[config.mk]
export PLATFORM = sky130hd
export DESIGN_NAME = alu_pipe
export DESIGN_NICKNAME = d
export VERILOG_FILES = /design/src/rtl/alu_pkg.sv /design/src/rtl/alu_mul_seq.sv /design/src/rtl/alu_pipe.sv
export SDC_FILE = /design/constraint.sdc
export NUM_CORES = 1
export LEC_CHECK = 0
export BUFFER_PORTS_ARGS = -buffer_cell sky130_fd_sc_hd__buf_2
export CAP_MARGIN = 20
export CORE_MARGIN = 10
export CORE_UTILIZATION = 35
export DETAILED_ROUTE_END_ITERATION = 6
export GPL_ROUTABILITY_DRIVEN = 0
export PLACE_DENSITY = 0.59
export SLEW_MARGIN = 20
export SYNTH_ARGS = -nofsm -noshare
export SYNTH_HDL_FRONTEND = slang
export SYNTH_SLANG_ARGS = --single-unit
[constraint.sdc]
create_clock -name clk -period 3.8 [get_ports clk]
set_input_delay 1.14 -clock clk [delete_from_list [all_inputs] [get_ports clk]]
set_output_delay 1.14 -clock clk [all_outputs]
set_load 0.03 [all_outputs]
[src/rtl/alu_pkg.sv]
// Shared types and constants for the alu_pipe datapath.
//   alu_op_t    : 3-bit opcode encoding presented on the opcode port
//   FLAG_*      : bit positions inside the 4-bit flag vector
//   alu_state_t : control states of the alu_pipe sequencer
package alu_pkg;

  typedef enum logic [2:0] {
    OP_AND = 3'd0,
    OP_OR  = 3'd1,
    OP_XOR = 3'd2,
    OP_ADD = 3'd3,
    OP_SUB = 3'd4,
    OP_SHL = 3'd5,
    OP_SHR = 3'd6,
    OP_MUL = 3'd7
  } alu_op_t;

  localparam int unsigned FLAG_Z = 0;
  localparam int unsigned FLAG_C = 1;
  localparam int unsigned FLAG_V = 2;
  localparam int unsigned FLAG_N = 3;

  typedef enum logic [1:0] {
    ST_IDLE     = 2'd0,
    ST_MUL_BUSY = 2'd1,
    ST_HOLD     = 2'd2
  } alu_state_t;

endpackage

[src/rtl/alu_mul_seq.sv]
// Iterative shift-add unsigned multiplier, one partial-product step per cycle.
//   clk, rst_n    : clock, asynchronous active-low reset
//   start         : latch a/b, clear accumulator and step counter
//   a, b          : multiplicand, multiplier (sampled only on start)
//   done          : high during the cycle whose edge completes the last step
//   product_lo/hi : full product, valid while done is high
module alu_mul_seq #(
  parameter int unsigned WIDTH = 8
) (
  input  logic             clk,
  input  logic             rst_n,
  input  logic             start,
  input  logic [WIDTH-1:0] a,
  input  logic [WIDTH-1:0] b,
  output logic             done,
  output logic [WIDTH-1:0] product_lo,
  output logic [WIDTH-1:0] product_hi
);

  localparam int unsigned CW = $clog2(WIDTH);

  logic             r_run;
  logic [CW-1:0]    r_cnt;
  logic [WIDTH-1:0] r_mcand;
  logic [WIDTH-1:0] r_hi;
  logic [WIDTH-1:0] r_lo;
  logic [WIDTH:0]   w_sum;

  // r_lo starts as the multiplier and fills with product bits from the top as
  // the {r_hi, r_lo} pair shifts right each step.
  always_comb begin
    w_sum = {1'b0, r_hi} + (r_lo[0] ? {1'b0, r_mcand} : '0);
  end

  // The final step is exposed combinationally so the consumer can register
  // the finished product on the same edge that would perform that step.
  assign done       = r_run && (r_cnt == CW'(WIDTH - 1));
  assign product_hi = w_sum[WIDTH:1];
  assign product_lo = {w_sum[0], r_lo[WIDTH-1:1]};

  always_ff @(posedge clk or negedge rst_n) begin
    if (!rst_n) begin
      r_run   <= 1'b0;
      r_cnt   <= '0;
      r_mcand <= '0;
      r_hi    <= '0;
      r_lo    <= '0;
    end else if (start) begin
      r_run   <= 1'b1;
      r_cnt   <= '0;
      r_mcand <= a;
      r_hi    <= '0;
      r_lo    <= b;
    end else if (r_run) begin
      r_hi  <= product_hi;
      r_lo  <= product_lo;
      r_cnt <= r_cnt + CW'(1);
      if (done) begin
        r_run <= 1'b0;
      end
    end
  end

endmodule

[src/rtl/alu_pipe.sv]
// Handshaked ALU between instruction decode and register writeback.
// Single-cycle logic/arith/shift ops, iterative multiply, registered result.
//   clk, reset          : clock, asynchronous active-low reset
//   in_valid / in_ready : request handshake (opcode, a, b sampled on transfer)
//   opcode, a, b        : operation and operands; shifts use b[SHW-1:0]
//   out_valid/out_ready : result handshake
//   result, flags       : registered result and {N, V, C, Z}
//   busy                : multiply in progress
module alu_pipe
  import alu_pkg::*;
#(
  parameter int unsigned WIDTH = 8,
  parameter int unsigned SHW   = $clog2(WIDTH)
) (
  input  logic             clk,
  input  logic             reset,
  input  logic             in_valid,
  output logic             in_ready,
  input  logic [2:0]       opcode,
  input  logic [WIDTH-1:0] a,
  input  logic [WIDTH-1:0] b,
  output logic             out_valid,
  input  logic             out_ready,
  output logic [WIDTH-1:0] result,
  output logic [3:0]       flags,
  output logic             busy
);

  alu_state_t       r_state;
  logic [1:0]       r_sync;

  alu_op_t          w_op;
  logic             w_accept;
  logic             w_mul_start;
  logic             w_mul_done;
  logic [WIDTH-1:0] w_mul_lo;
  logic [WIDTH-1:0] w_mul_hi;
  logic [3:0]       w_mul_flags;
  logic [SHW-1:0]   w_shamt;
  logic [WIDTH:0]   w_add;
  logic [WIDTH:0]   w_sub;
  logic [WIDTH:0]   w_shl;
  logic [WIDTH:0]   w_shr;
  logic [WIDTH-1:0] w_res;
  logic             w_c;
  logic             w_v;
  logic [3:0]       w_flags;

  // Two-stage release so in_ready rises on the second edge after reset lifts.
  always_ff @(posedge clk or negedge reset) begin
    if (!reset) begin
      r_sync <= '0;
    end else begin
      r_sync <= {r_sync[0], 1'b1};
    end
  end

  assign w_op        = alu_op_t'(opcode);
  assign in_ready    = r_sync[1] &&
                       ((r_state == ST_IDLE) || ((r_state == ST_HOLD) && out_ready));
  assign w_accept    = in_valid && in_ready;
  assign w_mul_start = w_accept && (w_op == OP_MUL);
  assign w_shamt     = b[SHW-1:0];

  alu_mul_seq #(
    .WIDTH (WIDTH)
  ) u_mul (
    .clk        (clk),
    .rst_n      (reset),
    .start      (w_mul_start),
    .a          (a),
    .b          (b),
    .done       (w_mul_done),
    .product_lo (w_mul_lo),
    .product_hi (w_mul_hi)
  );

  // Extra bit on each path captures carry/borrow/shifted-out bit.
  always_comb begin
    w_add = {1'b0, a} + {1'b0, b};
    w_sub = {1'b0, a} - {1'b0, b};
    w_shl = {1'b0, a} << w_shamt;
    w_shr = {a, 1'b0} >> w_shamt;
    w_res = '0;
    w_c   = 1'b0;
    w_v   = 1'b0;
    case (w_op)
      OP_AND: w_res = a & b;
      OP_OR:  w_res = a | b;
      OP_XOR: w_res = a ^ b;
      OP_ADD: begin
        w_res = w_add[WIDTH-1:0];
        w_c   = w_add[WIDTH];
        w_v   = (a[WIDTH-1] == b[WIDTH-1]) && (w_res[WIDTH-1] != a[WIDTH-1]);
      end
      OP_SUB: begin
        w_res = w_sub[WIDTH-1:0];
        w_c   = w_sub[WIDTH];
        w_v   = (a[WIDTH-1] != b[WIDTH-1]) && (w_res[WIDTH-1] != a[WIDTH-1]);
      end
      OP_SHL: begin
        w_res = w_shl[WIDTH-1:0];
        w_c   = w_shl[WIDTH];
      end
      OP_SHR: begin
        w_res = w_shr[WIDTH:1];
        w_c   = w_shr[0];
      end
      default: w_res = '0;
    endcase
    w_flags         = '0;
    w_flags[FLAG_Z] = (w_res == '0);
    w_flags[FLAG_C] = w_c;
    w_flags[FLAG_V] = w_v;
    w_flags[FLAG_N] = w_res[WIDTH-1];
  end

  always_comb begin
    w_mul_flags         = '0;
    w_mul_flags[FLAG_Z] = (w_mul_lo == '0);
    w_mul_flags[FLAG_C] = |w_mul_hi;
    w_mul_flags[FLAG_V] = |w_mul_hi;
    w_mul_flags[FLAG_N] = w_mul_lo[WIDTH-1];
  end

  always_ff @(posedge clk or negedge reset) begin
    if (!reset) begin
      r_state   <= ST_IDLE;
      out_valid <= 1'b0;
      result    <= '0;
      flags     <= '0;
      busy      <= 1'b0;
    end else begin
      case (r_state)
        // HOLD only accepts while out_ready is high, so an acceptance there
        // always coincides with the outgoing transfer.
        ST_IDLE, ST_HOLD: begin
          if (w_accept) begin
            if (w_op == OP_MUL) begin
              r_state   <= ST_MUL_BUSY;
              busy      <= 1'b1;
              out_valid <= 1'b0;
            end else begin
              r_state   <= ST_HOLD;
              result    <= w_res;
              flags     <= w_flags;
              out_valid <= 1'b1;
            end
          end else if (out_valid && out_ready) begin
            r_state   <= ST_IDLE;
            out_valid <= 1'b0;
          end
        end
        ST_MUL_BUSY: begin
          if (w_mul_done) begin
            r_state   <= ST_HOLD;
            result    <= w_mul_lo;
            flags     <= w_mul_flags;
            out_valid <= 1'b1;
            busy      <= 1'b0;
          end
        end
        default: begin
          r_state   <= ST_IDLE;
          out_valid <= 1'b0;
          busy      <= 1'b0;
        end
      endcase
    end
  end

endmodule

==> impl_metrics.tcl, run 1 <==
set metrics [dict create \
    crit_family "compound AO/OA/AOI/OAI gates" \
    yosys.area.top_type_share_pct 27.1 \
    cts_hold_buffers 0 \
    syn_area_per_cell_sq_um 8.65 \
    synth_seq_cells 44 \
    crit_buf_inv 2 \
    r2r-start "u_mul.r_lo[0]$_DFFE_PN0P_" \
    grt_pass1_vias 3727 \
    synth_area_leaders "dfrtp_1 27%, ha_1 11%, mux2i_1 8.4%" \
    cp_cell_sequence "buf_2, ha_1, inv_1, fa_1, mux2i_1, a22o_1, a221oi_1, o211ai_1, nand2b_1, or4_1, a2111o_1, a21oi_2" \
    cp.required_ps 4010 \
    ctsResizeCount 0 \
    cp-end-kind "register" \
    wirelength_mm 11.6 \
    synth_common_cells "46 x nor2_1, 44 x dfrtp_1, 36 x ha_1, 34 x mux2i_1, 33 x inv_1" \
    place_area_sq_um 4570 \
    nNetsFinal 586 \
    via_count 3718 \
    routed_via_density 5.57 \
    startpoint_type "primary input" \
    arrival_ps 3850 \
    ys.warnings.count 0 \
    slew_violations 0 \
    io_pins 38 \
    max_slew_margin_pct 52.2 \
    tns_ps 0 \
    status "finished, final reports clean" \
    cpPeakStageDelay_ps 500 \
    drt-pass1-iter-count 5 \
    grt_max_degree 45 \
    clk_latency_ps 280 \
    synth.yosys.seq_area_share_pct 27.1 \
    overflow 0 \
    port_buffers 37 \
    drt_iter0_markers 316 \
    cts_tree "yes" \
    detail-route-antenna-nets 0 \
    synth.most_common_cell "nor2_1" \
    rsz0062_at_grt "no" \
    wl_per_cell_microns 17.4 \
    setup_viol 0 \
    cts.sinks 44 \
    synthFlopType "dfrtp_1" \
    drc 0 \
    clkTransAtPathRegs_ps 60 \
    num_antenna_cells 0 \
    antenna_found_initial 0 \
    htreeDepth 2 \
    die_h_microns 128 \
    fmax_mhz 275 \
    fin_area_sq_um 4770 \
    fin_crit_sh_pct 95.9 \
    synthCells 470 \
    synth_edf_count 0 \
    die_area_sq_um 16300 \
    grt_usage_pct 13.9 \
    fp-row-count 39 \
    finalHoldViolCount 0 \
    p_leak_uw 0.00220 \
    cp_slowest_cell "fa_1" \
    grt_pass1_wl_mm 18.9 \
    hpwl_mm 9.15 \
    critPathLaunch "a[0]" \
    critPathMaxFanout 3 \
    yosysTopAreaCell "dfrtp_1" \
    numCtsBuffers 5 \
    finalPower_uw 2550 \
    min_period_ps 3640 \
    ys_async_sr_fraction_pct 100 \
    min_path_type "register to register" \
    ir_drop_v 0.000304 \
    cts_root_buffer "clkbuf_16" \
    skew_ps 4.91 \
    synth_nets 532 \
    hold_start "r_sync[0]$_DFF_PN0_" \
    synthToLayoutAreaGrowth_pct 17.4 \
    p_per_area_nw_per_um2 534 \
    max-cap-violations 0 \
    start_util_pct 35.7 \
    core_area_sq_um 11400 \
    post_cts_buffers 0 \
    clockBufferDepth 2 \
    die_w_microns 128 \
    syn_area_sq_um 4060 \
    path_class "primary input to register" \
    ys_types 66 \
    worst_pin_slew_ps 717 \
    drive_gt1_share_pct 20.6 \
    holdWs_ps 350 \
]
==> path summary, 6_finish.rpt <==
kind | end | slack [ps] | cells past startpoint
setup / recovery | flags[0]$_DFFE_PN0P_ | 160 | 12
hold / removal | r_sync[1]$_DFF_PN0_ | 350 | 0
setup reg to reg | flags[2]$_DFFE_PN0P_ | 430 | 12
hold reg to reg | r_sync[1]$_DFF_PN0_ | 350 | 0
max in group asynchronous | flags[1]$_DFFE_PN0P_ | 2560 | 1
min in group asynchronous | u_mul.r_hi[2]$_DFFE_PN0P_ | 850 | 1
==> kinds of logic after synthesis <==
group | Yosys count | synth area share (%)
AOI/OAI and AO/OA | 131 | 21.7
and+or+nand+nor | 130 | 15.2
buffers and inverters | 64 | 6.99
muxes | 51 | 14.2
DFF | 44 | 27.1
adders and majority gates | 39 | 12.6
xor gates and xnor gates | 10 | 2.16
other | 1 | 0.0923
==> per-layer routing <==
layer / GRT usage, % / up-vias / wire, microns
met3: 3.27 / 19 / 734
li1: - / 1807 / -
met4: 4.30 / 0 / 237
met5: 0 / - / 0
met2: 22.9 / 110 / 5510
met1: 17.7 / 1782 / 5140
==> cell type report <==
cell class | instances | area [sq um]
Clock buffer | 7 | 153
Clock inverter | 1 | 30.0
Fill cell | 1164 | 6600
Inverter | 35 | 135
Multi-Input combinational cell | 362 | 2690
Sequential cell | 44 | 1100
Tap cell | 143 | 179
Timing Repair Buffer | 76 | 480
==> stage by stage <==
step / utilization [%] / setup WS, ps / std cells
floorplan: - / 6.01 / 470
global placement: 40.2 / -71.0 / 660
detailed placement: 40.2 / -161 / 660
CTS: 41.8 / 144 / 668
global route: 42.0 / 22.0 / 668
finish: 42.0 / 157 / 668
==> flip-flops by register name, summed over array words and instances, names as in the netlist <==
register       flops
u_mul.r_run        1
u_mul.r_mcand      8
u_mul.r_cnt        3
flags              3
u_mul.r_lo         8
r_sync             2
r_state            1
u_mul.r_hi         8
out_valid          1
busy               1
result             8
==> where the power goes <==
part	leakage (uW)	internal, uW	total [uW]	switching, uW
clock network	0.0000901	346	517	171
registers	0.000525	665	801	136
logic	0.00159	515	1230	715
total	0.00220	1530	2550	1020
==> placed cells by master (no fill, tap or decap), types with 13 or more instances in the layout <==
cell,count
ha_1,36
dfrtp_1,44
a21oi_1,26
o21ai_0,29
inv_1,32
mux2i_1,34
buf_2,36
mux2_2,13
nand2_1,30
nand3_1,13
nor2_1,45
buf_4,40
Note: power is estimated with default switching activity, not from simulation.
==> inputs of run 2 (changes only) <==
--- a/config.mk
+++ b/config.mk
@@ -5,13 +5,12 @@
 export SDC_FILE = /design/constraint.sdc
 export NUM_CORES = 1
 export LEC_CHECK = 0
-export BUFFER_PORTS_ARGS = -buffer_cell sky130_fd_sc_hd__buf_2
-export CAP_MARGIN = 20
 export CORE_MARGIN = 10
 export CORE_UTILIZATION = 35
 export DETAILED_ROUTE_END_ITERATION = 6
+export DONT_BUFFER_PORTS = 1
 export GPL_ROUTABILITY_DRIVEN = 0
-export PLACE_DENSITY = 0.59
+export PLACE_DENSITY = 0.56
 export SLEW_MARGIN = 20
 export SYNTH_ARGS = -nofsm -noshare
 export SYNTH_HDL_FRONTEND = slang
==> run 2 against run 1 <==
Effect of this change:
- critical endpoint unchanged
- sequential cell count unchanged
- highest routed layer unchanged
- global-route usage hardly changed
- via count down 5.4%
- largest cell class unchanged
- critical path type unchanged
==> impl_metrics.tcl, run 2 (synthesis results as in run 1) <==
set metrics [dict create \
    setup_slack_ps 307 \
    core_area_sq_um 11400 \
    finalHoldViolCount 0 \
    p_per_area_nw_per_um2 532 \
    finalPower_uw 2300 \
    min_path_type "register to register" \
    slew_violations 0 \
    layout_commonest_cell "nor2_1" \
    die_h_microns 128 \
    wl_per_cell_microns 18.9 \
    clockBufferDepth 2 \
    die_area_sq_um 16300 \
    rsz0062_at_grt "no" \
    worst_pin_slew_ps 1030 \
    start_util_pct 35.7 \
    cp-end-kind "register" \
    synthToLayoutAreaGrowth_pct 6.13 \
    numCtsBuffers 5 \
    wirelength_mm 11.4 \
    clk_latency_ps 290 \
    rrSetupSlack_ps 380 \
    die_w_microns 128 \
    r2r_cells 12 \
    cts_hold_buffers 0 \
    port_buffers 0 \
    cp.required_ps 4020 \
    ctsResizeCount 0 \
    r2r_end "flags[1]$_DFFE_PN0P_" \
    drt_iter0_markers 393 \
    pre_cts_slack_ps 12.1 \
    status "finished, final reports clean" \
    fmax_mhz 286 \
    path_class "primary input to register" \
    detail-route-antenna-nets 0 \
    min_to "r_sync[1]$_DFF_PN0_" \
    via_count 3517 \
    fin_crit_sh_pct 91.9 \
    antenna_found_initial 0 \
    hold_start "r_sync[0]$_DFF_PN0_" \
    r2r-start "u_mul.r_lo[0]$_DFFE_PN0P_" \
    drt-pass1-iter-count 5 \
    nNetsFinal 521 \
    skew_ps 4.57 \
    cts_root_buffer "clkbuf_16" \
    clkTransAtPathRegs_ps 60 \
    overflow 0 \
    grt_pass1_vias 3468 \
    grt_max_degree 45 \
    fp-row-count 39 \
    grt_pass1_wl_mm 18.8 \
    htreeDepth 2 \
    io_pins 38 \
    max-cap-violations 0 \
    setup_viol 0 \
    p_leak_uw 0.00190 \
    critPathMaxFanout 29 \
    final_cell_mix "45 x nor2_1, 44 x dfrtp_1, 36 x ha_1, 34 x mux2i_1, 32 x inv_1" \
    min_period_ps 3490 \
    startpoint_type "primary input" \
    max_slew_margin_pct 30.5 \
    tns_ps 0 \
    ir_drop_v 0.000343 \
    whs_path_depth 0 \
    drive_gt1_share_pct 8.93 \
    post_cts_buffers 0 \
    num_antenna_cells 0 \
    cts_tree "yes" \
    routed_via_density 5.84 \
    arrival_ps 3710 \
    cts.sinks 44 \
    drc 0 \
    hpwl_mm 8.67 \
    grt_usage_pct 14.0 \
]
## run 2: changes by cell type in the layout (fill, tap and decap cells not counted), sizes merged
cell	change
buf	-65
bufinv	-1
clkbuf	-1
clkinv	+1
## run 2: worst max path at each step
stage                                          from                    to  slack (ps)  depth (start not counted)
after global routing      u_mul.r_lo[0]$_DFFE_PN0P_  flags[1]$_DFFE_PN0P_         140                         12
after detailed placement                       a[0]  flags[0]$_DFFE_PN0P_          10                         11
final                                          b[0]  flags[0]$_DFFE_PN0P_         310                         11
after floorplan                                b[1]  flags[0]$_DFFE_PN0P_           6                         12
after CTS                                      a[0]  flags[0]$_DFFE_PN0P_         320                         11
after global placement                         a[0]  flags[0]$_DFFE_PN0P_          60                         11
## run 2: report_power, final
part           total (uW)  internal (uW)  leakage, uW  switching [uW]
Sequential            951            663     0.000525             288
Clock                 407            239    0.0000667             168
Combinational         939            440      0.00130             499
## run 2: per-layer routing
| metal | GRT usage, % | part of all wire [%] |
|---|---|---|
| met5 | 0 | 0 |
| met3 | 3.35 | 7.6 |
| met4 | 3.38 | 1.2 |
| met1 | 18.6 | 45 |
| met2 | 22.3 | 46 |
## run 2: area by class of cell
cell class / count / area, sq um
Timing Repair Buffer: 11 / 82.6
Clock inverter: 1 / 5.00
Sequential cell: 44 / 1100
Tap cell: 143 / 179
Multi-Input combinational cell: 362 / 2680
Fill cell: 1180 / 7060
Clock buffer: 6 / 129
Inverter: 35 / 135
## run 2: metrics by stage
stage	std cells	utilization [%]	hold WS [ps]	instance area, sq um
after global placement	595	36.8	335	4180
after CTS	602	37.9	349	4310
after detailed placement	595	36.8	337	4180
final	602	37.9	349	4310
after global routing	602	37.9	360	4310
after floorplan	470	-	331	4080
## run 2: worst max-delay path, cell delays in order
cell and delay (ps):
ha_1 140, inv_1 70, fa_1 500, mux2i_1 70
a22o_1 180, a221oi_1 290, o211ai_1 190, nand2b_1 170
or4_1 410, a2111o_1 410, a21oi_2 140
==> inputs of run 3 (changes only) <==
--- a/config.mk
+++ b/config.mk
@@ -5,12 +5,12 @@
 export SDC_FILE = /design/constraint.sdc
 export NUM_CORES = 1
 export LEC_CHECK = 0
-export CORE_MARGIN = 10
 export CORE_UTILIZATION = 35
 export DETAILED_ROUTE_END_ITERATION = 6
 export DONT_BUFFER_PORTS = 1
 export GPL_ROUTABILITY_DRIVEN = 0
-export PLACE_DENSITY = 0.56
+export PLACE_DENSITY = 0.52
+export SETUP_SLACK_MARGIN = 0.4
 export SLEW_MARGIN = 20
 export SYNTH_ARGS = -nofsm -noshare
 export SYNTH_HDL_FRONTEND = slang
==> run 3 against run 2 <==
Effect of this change:
- sequential power shrank 1%
- wire length shrank 0.66%
- first-iteration DRC count shrank 38%
- non-clock buffer count shrank 2
- core utilization grew 1.6 points
- clock skew grew 2.2 ps
- clock power grew 8.4%
- hold slack gained 0.51 ps
- via count shrank 1.4%
- die area shrank 26%
- global-route usage grew 6.0 points
- fmax grew 6.1%
- critical endpoint unchanged
- largest power group is now combinational cells
==> impl_metrics.tcl, run 3 (synthesis results as in run 1) <==
set metrics [dict create \
    overflow 0 \
    grt_pass1_wl_mm 18.4 \
    cts.sinks 44 \
    cts_root_buffer "clkbuf_16" \
    fmax_mhz 304 \
    clkTransAtPathRegs_ps 60 \
    fin_area_sq_um 4380 \
    hold_start "r_sync[0]$_DFF_PN0_" \
    critPathLaunch "a[0]" \
    arrival_ps 3500 \
    die_w_microns 110 \
    p_per_area_nw_per_um2 533 \
    status "finished, final reports clean" \
    via_count 3467 \
    skew_ps 6.78 \
    cp-end-kind "register" \
    finalHoldViolCount 0 \
    nNetsFinal 519 \
    start_util_pct 36.7 \
    die_area_sq_um 12000 \
    ir_drop_v 0.000313 \
    cts_tree "yes" \
    r2r-start "u_mul.r_lo[0]$_DFFE_PN0P_" \
    grt_max_degree 45 \
    pre_cts_slack_ps 169 \
    path_class "primary input to register" \
    setup_slack_ps 507 \
    min_period_ps 3290 \
    min_path_type "register to register" \
    drt_iter0_markers 244 \
    routed_via_density 5.80 \
    tns_ps 0 \
    drc 0 \
    numCtsBuffers 5 \
    clk_latency_ps 280 \
    port_buffers 0 \
    place_area_sq_um 4170 \
    clockBufferDepth 2 \
    max-cap-violations 0 \
    die_h_microns 110 \
    grt_usage_pct 20.0 \
    fill_cells 1114 \
    worst_pin_slew_ps 715 \
    p_leak_uw 0.00190 \
    layout_commonest_cell "nor2_1" \
    io_pins 38 \
    wirelength_mm 11.3 \
    slew_violations 0 \
    antenna_found_initial 0 \
    finish.utilization_pct 39.5 \
    detail-route-antenna-nets 0 \
    fp-row-count 38 \
    drive_gt1_share_pct 10.7 \
    htreeDepth 2 \
    setup_viol 0 \
    final_cell_mix "45 x nor2_1, 44 x dfrtp_1, 34 x mux2i_1, 34 x ha_1, 32 x inv_1" \
    fin_crit_sh_pct 86.7 \
    cp.required_ps 4010 \
    wl_per_cell_microns 18.9 \
    drt-pass1-iter-count 5 \
    rsz0062_at_grt "yes" \
    core_area_sq_um 11100 \
    max_slew_margin_pct 52.1 \
    startpoint_type "primary input" \
    num_antenna_cells 0 \
    hpwl_mm 8.44 \
    synthToLayoutAreaGrowth_pct 7.76 \
    grt_pass1_vias 3353 \
    critPathMaxFanout 7 \
]
## run 3: layer usage
layer / global-route usage (%) / part of all wire, % / vias up
li1: - / - / 1668
met1: 28.6 / 46 / 1682
met2: 31.0 / 45 / 105
met3: 3.91 / 7.3 / 12
met4: 4.38 / 1.4 / 0
met5: 0 / 0 / -
## run 3: path summary, 6_finish.rpt
kind | endpoint | slack [ps] | cells past startpoint
setup reg to reg | flags[1]$_DFFE_PN0P_ | 640 | 12
min in group asynchronous | u_mul.r_hi[2]$_DFFE_PN0P_ | 540 | 0
hold reg to reg | r_sync[1]$_DFF_PN0_ | 350 | 0
setup / recovery | flags[0]$_DFFE_PN0P_ | 510 | 11
max in group asynchronous | result[6]$_DFFE_PN0P_ | 3160 | 0
hold / removal | r_sync[1]$_DFF_PN0_ | 350 | 0
## run 3: repair_timing
action	4_1_cts	5_1_grt
buffers inserted	0	3
hold buffers	0	0
resized for setup	0	5
setup endpoints to repair	0	3
## run 3: worst max-delay path, cell delays in order
cell and delay [ps]:
inv_1 60, ha_1 190, inv_1 60, fa_2 360, xnor2_1 140, mux2_2 260
o21ai_0 160, o211ai_1 190, or4_1 500, a2111o_1 310, a21oi_2 120
## run 3: power breakdown
group	switching [uW]	total, uW	leakage [uW]	internal (uW)
registers	277	939	0.000525	663
clock network	179	441	0.0000691	261
logic	513	955	0.00131	442
total	969	2340	0.00190	1370
## run 3: layout make-up
cell class / count / area [sq um] / share of cell area, %
sequential: 44 / 1100 / 25.1
clock inverter: 2 / 15.0 / 0.343
inverter: 35 / 135 / 3.09
clock buffer: 6 / 139 / 3.17
multi-input combinational: 362 / 2730 / 62.4
timing repair buffer: 9 / 80.1 / 1.83
tap: 140 / 175 / 4.00
## run 3: per-stage QoR
stage                     hold WS [ps]  total power, uW  std cells
final                              350             2340        598
after global routing               357             2530        598
after CTS                          352             2350        595
after detailed placement           337             1890        587
after global placement             333             1870        587
after floorplan                    331             1690        470
